**src/rtl/mc_ctrl_pkg.sv**
```systemverilog
// Shared encodings for the multicycle control FSM: states, opcodes, ALUOp codes
// and datapath mux-select values.
package mc_ctrl_pkg;

  localparam int STATE_W = 4;

  typedef enum logic [STATE_W-1:0] {
    S_FETCH    = 4'd0,
    S_DECODE   = 4'd1,
    S_MEMADR   = 4'd2,
    S_MEMREAD  = 4'd3,
    S_MEMWB    = 4'd4,
    S_MEMWRITE = 4'd5,
    S_EXEC_R   = 4'd6,
    S_EXEC_I   = 4'd7,
    S_JAL      = 4'd8,
    S_ALUWB    = 4'd9,
    S_BRANCH   = 4'd10,
    S_ERROR    = 4'd11
  } state_t;

  localparam logic [6:0] OP_LOAD   = 7'b0000011;
  localparam logic [6:0] OP_STORE  = 7'b0100011;
  localparam logic [6:0] OP_R      = 7'b0110011;
  localparam logic [6:0] OP_I      = 7'b0010011;
  localparam logic [6:0] OP_JAL    = 7'b1101111;
  localparam logic [6:0] OP_BRANCH = 7'b1100011;

  localparam logic [1:0] ALU_ADD   = 2'b00;
  localparam logic [1:0] ALU_SUB   = 2'b01;
  localparam logic [1:0] ALU_FUNCT = 2'b10;

  localparam logic [1:0] RES_ALUOUT    = 2'b00;
  localparam logic [1:0] RES_DATA      = 2'b01;
  localparam logic [1:0] RES_ALURESULT = 2'b10;

  localparam logic [1:0] SRCA_PC    = 2'b00;
  localparam logic [1:0] SRCA_OLDPC = 2'b01;
  localparam logic [1:0] SRCA_RS1   = 2'b10;

  localparam logic [1:0] SRCB_RS2  = 2'b00;
  localparam logic [1:0] SRCB_IMM  = 2'b01;
  localparam logic [1:0] SRCB_FOUR = 2'b10;

  localparam logic [1:0] IMM_I = 2'b00;
  localparam logic [1:0] IMM_S = 2'b01;
  localparam logic [1:0] IMM_B = 2'b10;
  localparam logic [1:0] IMM_J = 2'b11;

endpackage

```
**src/rtl/multicycle_control_if.sv**
```systemverilog
// Controller <-> datapath/memory bundle. Memory handshake: a request (fetch in S_FETCH,
// adr_src=1 in S_MEMREAD/S_MEMWRITE) is held every cycle until mem_ready=1, which completes it.
interface multicycle_control_if;
  logic [6:0] opcode;
  logic       funct3_0;
  logic       zero;
  logic       mem_ready;
  logic       pc_write;
  logic       adr_src;
  logic       mem_write;
  logic       ir_write;
  logic       reg_write;
  logic [1:0] result_src;
  logic [1:0] alu_src_a;
  logic [1:0] alu_src_b;
  logic [1:0] alu_op;
  logic [1:0] imm_src;
  logic       instr_done;
  logic       illegal;

  modport master (
    input  opcode, funct3_0, zero, mem_ready,
    output pc_write, adr_src, mem_write, ir_write, reg_write, result_src,
           alu_src_a, alu_src_b, alu_op, imm_src, instr_done, illegal
  );

  modport slave (
    output opcode, funct3_0, zero, mem_ready,
    input  pc_write, adr_src, mem_write, ir_write, reg_write, result_src,
           alu_src_a, alu_src_b, alu_op, imm_src, instr_done, illegal
  );
endinterface

```
**src/rtl/imm_src_decoder.sv**
```systemverilog
// Immediate-format select, decoded purely from the opcode in every state.
module imm_src_decoder
  import mc_ctrl_pkg::*;
(
  input  logic [6:0] opcode,
  output logic [1:0] imm_src
);
  always_comb begin
    imm_src = IMM_I;
    case (opcode)
      OP_STORE:  imm_src = IMM_S;
      OP_BRANCH: imm_src = IMM_B;
      OP_JAL:    imm_src = IMM_J;
      default:   imm_src = IMM_I;
    endcase
  end
endmodule

```
**src/rtl/multicycle_control.sv**
```systemverilog
// Main sequencing FSM of the multicycle RV32I-subset core: Moore-decoded datapath
// controls, qualified by mem_ready in memory states and by zero/funct3_0 in S_BRANCH.
module multicycle_control
  import mc_ctrl_pkg::*;
(
  input  logic                        clk,
  input  logic                        reset,
  multicycle_control_if.master        bus,
  output state_t                      dbg_state
);
  state_t     state, next_state;
  logic       pc_update, branch;
  logic       adr_src, mem_write, ir_write, reg_write, instr_done, illegal;
  logic [1:0] result_src, alu_src_a, alu_src_b, alu_op;

  imm_src_decoder u_imm (.opcode(bus.opcode), .imm_src(bus.imm_src));

  always_ff @(posedge clk) begin
    if (reset) state <= S_FETCH;
    else       state <= next_state;
  end

  always_comb begin
    next_state = state;
    pc_update  = 1'b0;
    branch     = 1'b0;
    adr_src    = 1'b0;
    mem_write  = 1'b0;
    ir_write   = 1'b0;
    reg_write  = 1'b0;
    instr_done = 1'b0;
    illegal    = 1'b0;
    result_src = RES_ALUOUT;
    alu_src_a  = SRCA_PC;
    alu_src_b  = SRCB_RS2;
    alu_op     = ALU_ADD;
    unique case (state)
      S_FETCH: begin
        alu_src_b  = SRCB_FOUR;
        result_src = RES_ALURESULT;
        ir_write   = bus.mem_ready;
        pc_update  = bus.mem_ready;
        if (bus.mem_ready) next_state = S_DECODE;
      end
      S_DECODE: begin
        // OldPC + imm lands in ALUOut for a possible branch
        alu_src_a = SRCA_OLDPC;
        alu_src_b = SRCB_IMM;
        case (bus.opcode)
          OP_LOAD, OP_STORE: next_state = S_MEMADR;
          OP_R:              next_state = S_EXEC_R;
          OP_I:              next_state = S_EXEC_I;
          OP_JAL:            next_state = S_JAL;
          OP_BRANCH:         next_state = S_BRANCH;
          default:           next_state = S_ERROR;
        endcase
      end
      S_MEMADR: begin
        alu_src_a  = SRCA_RS1;
        alu_src_b  = SRCB_IMM;
        next_state = (bus.opcode == OP_LOAD) ? S_MEMREAD : S_MEMWRITE;
      end
      S_MEMREAD: begin
        adr_src = 1'b1;
        if (bus.mem_ready) next_state = S_MEMWB;
      end
      S_MEMWB: begin
        result_src = RES_DATA;
        reg_write  = 1'b1;
        instr_done = 1'b1;
        next_state = S_FETCH;
      end
      S_MEMWRITE: begin
        adr_src   = 1'b1;
        mem_write = 1'b1;
        if (bus.mem_ready) begin
          instr_done = 1'b1;
          next_state = S_FETCH;
        end
      end
      S_EXEC_R: begin
        alu_src_a  = SRCA_RS1;
        alu_src_b  = SRCB_RS2;
        alu_op     = ALU_FUNCT;
        next_state = S_ALUWB;
      end
      S_EXEC_I: begin
        alu_src_a  = SRCA_RS1;
        alu_src_b  = SRCB_IMM;
        alu_op     = ALU_FUNCT;
        next_state = S_ALUWB;
      end
      S_JAL: begin
        alu_src_a  = SRCA_OLDPC;
        alu_src_b  = SRCB_FOUR;
        pc_update  = 1'b1;
        next_state = S_ALUWB;
      end
      S_ALUWB: begin
        reg_write  = 1'b1;
        instr_done = 1'b1;
        next_state = S_FETCH;
      end
      S_BRANCH: begin
        alu_src_a  = SRCA_RS1;
        alu_src_b  = SRCB_RS2;
        alu_op     = ALU_SUB;
        branch     = 1'b1;
        instr_done = 1'b1;
        next_state = S_FETCH;
      end
      S_ERROR: illegal = 1'b1;
      default: next_state = S_ERROR;
    endcase
    // A reset cycle must not commit or retire anything, even mid-instruction
    if (reset) begin
      pc_update  = 1'b0;
      branch     = 1'b0;
      mem_write  = 1'b0;
      ir_write   = 1'b0;
      reg_write  = 1'b0;
      instr_done = 1'b0;
    end
  end

  assign bus.pc_write   = pc_update | (branch & (bus.zero ^ bus.funct3_0));
  assign bus.adr_src    = adr_src;
  assign bus.mem_write  = mem_write;
  assign bus.ir_write   = ir_write;
  assign bus.reg_write  = reg_write;
  assign bus.result_src = result_src;
  assign bus.alu_src_a  = alu_src_a;
  assign bus.alu_src_b  = alu_src_b;
  assign bus.alu_op     = alu_op;
  assign bus.instr_done = instr_done;
  assign bus.illegal    = illegal;
  assign dbg_state      = state;
endmodule

```
**src/flat_wrapper.sv**
```systemverilog
// flat-port wrapper written by rule: the top's interface ports become plain ports
module multicycle_control_flat import mc_ctrl_pkg::*;
  (clk, reset, dbg_state, bus_opcode, bus_funct3_0, bus_zero, bus_mem_ready, bus_pc_write, bus_adr_src, bus_mem_write, bus_ir_write, bus_reg_write, bus_result_src, bus_alu_src_a, bus_alu_src_b, bus_alu_op, bus_imm_src, bus_instr_done, bus_illegal);
  multicycle_control_if bus_i ();
  input  logic clk;
  input  logic reset;
  output state_t dbg_state;
  input wire logic [$bits(bus_i.opcode)-1:0] bus_opcode;
  input wire logic [$bits(bus_i.funct3_0)-1:0] bus_funct3_0;
  input wire logic [$bits(bus_i.zero)-1:0] bus_zero;
  input wire logic [$bits(bus_i.mem_ready)-1:0] bus_mem_ready;
  output wire logic [$bits(bus_i.pc_write)-1:0] bus_pc_write;
  output wire logic [$bits(bus_i.adr_src)-1:0] bus_adr_src;
  output wire logic [$bits(bus_i.mem_write)-1:0] bus_mem_write;
  output wire logic [$bits(bus_i.ir_write)-1:0] bus_ir_write;
  output wire logic [$bits(bus_i.reg_write)-1:0] bus_reg_write;
  output wire logic [$bits(bus_i.result_src)-1:0] bus_result_src;
  output wire logic [$bits(bus_i.alu_src_a)-1:0] bus_alu_src_a;
  output wire logic [$bits(bus_i.alu_src_b)-1:0] bus_alu_src_b;
  output wire logic [$bits(bus_i.alu_op)-1:0] bus_alu_op;
  output wire logic [$bits(bus_i.imm_src)-1:0] bus_imm_src;
  output wire logic [$bits(bus_i.instr_done)-1:0] bus_instr_done;
  output wire logic [$bits(bus_i.illegal)-1:0] bus_illegal;
  assign bus_i.opcode = bus_opcode;
  assign bus_i.funct3_0 = bus_funct3_0;
  assign bus_i.zero = bus_zero;
  assign bus_i.mem_ready = bus_mem_ready;
  assign bus_pc_write = bus_i.pc_write;
  assign bus_adr_src = bus_i.adr_src;
  assign bus_mem_write = bus_i.mem_write;
  assign bus_ir_write = bus_i.ir_write;
  assign bus_reg_write = bus_i.reg_write;
  assign bus_result_src = bus_i.result_src;
  assign bus_alu_src_a = bus_i.alu_src_a;
  assign bus_alu_src_b = bus_i.alu_src_b;
  assign bus_alu_op = bus_i.alu_op;
  assign bus_imm_src = bus_i.imm_src;
  assign bus_instr_done = bus_i.instr_done;
  assign bus_illegal = bus_i.illegal;
  multicycle_control u_core (.clk(clk), .reset(reset), .bus(bus_i), .dbg_state(dbg_state));
endmodule
```
**config.mk**
```make
export PLATFORM = sky130hd
export DESIGN_NAME = multicycle_control_flat
export DESIGN_NICKNAME = d
export VERILOG_FILES = /design/src/rtl/mc_ctrl_pkg.sv /design/src/rtl/multicycle_control_if.sv /design/src/rtl/imm_src_decoder.sv /design/src/rtl/multicycle_control.sv /design/src/flat_wrapper.sv
export SDC_FILE = /design/constraint.sdc
export NUM_CORES = 1
export LEC_CHECK = 0
export ABC_AREA = 1
export CAP_MARGIN = 20
export CORE_AREA = 2 2 46 48
export CTS_CLUSTER_DIAMETER = 60
export DETAILED_ROUTE_END_ITERATION = 7
export DIE_AREA = 0 0 48 50
export PLACE_DENSITY = 0.78
export SYNTH_ARGS = -nofsm -noshare
export SYNTH_HDL_FRONTEND = slang
export SYNTH_HIERARCHICAL = 1
export SYNTH_SLANG_ARGS = --single-unit
```
**constraint.sdc**
```tcl
create_clock -name clk -period 1.2 [get_ports clk]
set_input_delay 0.24 -clock clk [delete_from_list [all_inputs] [get_ports clk]]
set_output_delay 0.24 -clock clk [all_outputs]
set_load 0.03 [all_outputs]
```
==> key figures <==
Run status
  • Result of the run: finished, violations left
  • Violated checks: negative setup slack

Global route
  • First-pass GRT wire length: 4720 um
  • Pin count of the biggest net entering global routing: 6
  • GRT overflow: 0
  • Vias in the first global route: 1091
  • Initial antenna violation count: 0
  • All-layer global routing usage: 28.0%

Finish
  • Share of layout cells above drive strength 1: 62.9%
  • Layout area overhead: 140%
  • Max reg flops: 4
  • Final Instance Area: 0.00148 mm^2
  • Number of inserted diodes: 0
  • Layout net count: 211
  • Post-layout util: 77.8%

Routing
  • Vias: 1139
  • Routed vias/inst: 5.08
  • DR pass1 iterations: 4
  • DRC viols: 0
  • Routed Antenna Nets: 0
  • Drt wl/cell: 17.1 um
  • DR iter-0 viols: 62
  • WL final: 3820 um

Synthesis
  • Mapped Area: 617 um^2
  • Mapped Avg Cell Area: 4.86 um^2
  • Post-synth top area share: 23.7%
  • Synth top cells by count: nand2_1, inv_1, nor2_1
  • Share of flip-flops with an asynchronous set or reset: 0%
  • Sequential share of the synthesized area: 13.0%
  • Synth warn: 6
  • Synth Register Bits: 4
  • Post-synthesis cell type count: 17
  • Count leader, synth: nand2_1
  • Synth area leader: nand2_1
  • Syn Inst Count: 127
  • Synth area leaders: nand2_1, inv_1, dfxtp_1
  • EDFF count, synth: 0
  • Net Count, Synth: 139
  • Predominant post-synthesis flop cell: dfxtp_1

Critical path
  • CP arrival: 1510 ps
  • Setup Crit Path Kind: flip-flop to primary output
  • Worst r2r path cells: 11
  • Worst reg2reg path endpoint: u_core/dbg_state[2]
  • FF-to-FF Start: u_core/dbg_state[3]
  • R2R setup slack: -380 ps
  • Worst-path maximum fanout: 4
  • CP Data Required Time: 960 ps
  • Crit start category: flip-flop
  • Crit. End Element: primary output
  • Crit path capture: bus_pc_write
  • Crit path from: u_core/dbg_state[2]

Clock tree
  • Hold-fix buffers, CTS: 0
  • Reg clk slew, reported paths: 40 ps
  • Clk_lat worst skew: 230 ps
  • Maximum number of buffers from clock root to sink: 2
  • CTS sink cnt: 4
  • H-tree Lvls: 1
  • CTS buffer count: 3
  • Clock root buffer: clkbuf_4
  • CTS tree: yes

Timing
  • Worst-margin pin slew: 377 ps
  • Fin Clk Skew: 0.207 ps
  • Final Hold Vio Count: 0
  • Slew Viols, Final: 0
  • Max-slew headroom: 74.9%
  • Min Tclk post-route: 1750 ps
  • Fmax: 0.571 GHz
  • RSZ-0062 raised after global routing: yes
  • # setup viols final: 20
  • Fin crit share: 146%
  • Final worst slack: -551 ps

Hold path
  • Hold WC Path Type: input port to flip-flop
  • Hold Path Stages: 5

Floorplanning
  • Starting Density: 32.4%
  • Die ar.: 0.00240 mm^2
  • Die height: 50 um
  • Core region area: 0.00190 mm^2
  • Die Wd: 48 um
  • IO Count: 33
  • Row count: 16

Power and ir drop
  • Power per cell area: 2830 mW/mm^2
  • Pleak: 0.802 nW
  • Peak supply drop: 2.13 mV

Placed design
  • RePlAce Congestion: 0.771
  • Number of port buffers: 32
  • Area of placed instances: 0.00119 mm^2
  • DP HPWL: 1990 um

Run
  • Max Cap Viol: 0
[per-layer routing]
layer  GRT usage (%)  share of wire, %
met2            48.7                52
met5               0                 0
met3            5.49               7.1
met4            19.8               5.1
met1            27.2                36
[metrics by stage]
step | hold slack, ps | std cells | setup TNS, ps | total power, W | setup slack, ps
detailed placement | 744 | 211 | -3580 | 0.00284 | -342
global placement | 740 | 211 | -3230 | 0.00278 | -315
floorplan | 299 | 127 | -1280 | 0.00173 | -356
CTS | 563 | 219 | -5460 | 0.00352 | -436
global route | 522 | 224 | -7970 | 0.00434 | -580
finish | 531 | 224 | -7280 | 0.00418 | -551
[placed cells by master (no fill, tap or decap), types with 2 or more instances in the layout]
cell	netlist	layout
clkdlybuf4s50_1	0	4
nor3_1	3	2
nand3_1	6	5
buf_6	0	26
a21oi_2	0	2
clkbuf_4	0	3
nand2_4	0	5
nor2_1	18	9
buf_2	0	2
nand2_1	39	29
a21oi_1	6	3
o21ai_1	1	2
inv_1	25	16
inv_4	0	4
clkbuf_2	0	5
nand2_2	6	11
buf_4	0	30
inv_2	5	10
dfxtp_4	0	4
nor2_2	6	2
nor2_4	1	14
[power by group]
| group | leakage [nW] | switching (W) | total (W) | internal (W) |
|---|---|---|---|---|
| Clock | 0.0138 | 0.0000506 | 0.000162 | 0.000112 |
| Sequential | 0.0356 | 0.000129 | 0.000359 | 0.000229 |
| Combinational | 0.752 | 0.00201 | 0.00366 | 0.00165 |
| Total | 0.802 | 0.00219 | 0.00418 | 0.00199 |
[kinds of logic (layout without fill, tap and decap cells)]
family / after synthesis / after routing / share of synthesized area [%]
and+or+nand+nor: 80 / 80 / 57.0
buffers and inverters: 30 / 100 / 18.3
AOI/OAI and AO/OA: 12 / 12 / 10.3
DFF: 4 / 4 / 13.0
xor gates and xnor gates: 1 / 1 / 1.42
[worst min-delay path by stage]
| stage | from | endpoint | slack (ps) |
|---|---|---|---|
| 4_1_cts | bus_opcode[4] | u_core/dbg_state[2] | 560 |
| 3_3_place_gp | u_core/dbg_state[0] | dbg_state[0] | 740 |
| 3_5_place_dp | u_core/dbg_state[0] | dbg_state[0] | 740 |
| 6_report | bus_opcode[6] | u_core/dbg_state[3] | 530 |
| 5_1_grt | bus_opcode[6] | u_core/dbg_state[3] | 520 |
| 2_1_floorplan | reset | u_core/dbg_state[2] | 300 |
[repair_timing]
action | in CTS | in global routing
endpoints found under the setup margin | 21 | 21
pin swaps | 18 | 16
resized for setup | 57 | 35
buffers inserted | 5 | 6
[critical path, stage by stage, from the launching register on]
cell,delay (ps)
dfxtp_4,380
nor2_4,180
inv_2,70
buf_6,120
nor2_4,140
nand2_2,100
a31oi_4,150
buf_6,150
[cell type report]
cell class	instances	area, um^2
Multi-Input combinational cell	93	612
Clock buffer	3	22.5
Tap cell	27	33.8
Timing Repair Buffer	67	593
Fill cell	107	423
Sequential cell	4	95.1
Inverter	30	123
(Power assumes the default switching activity.)
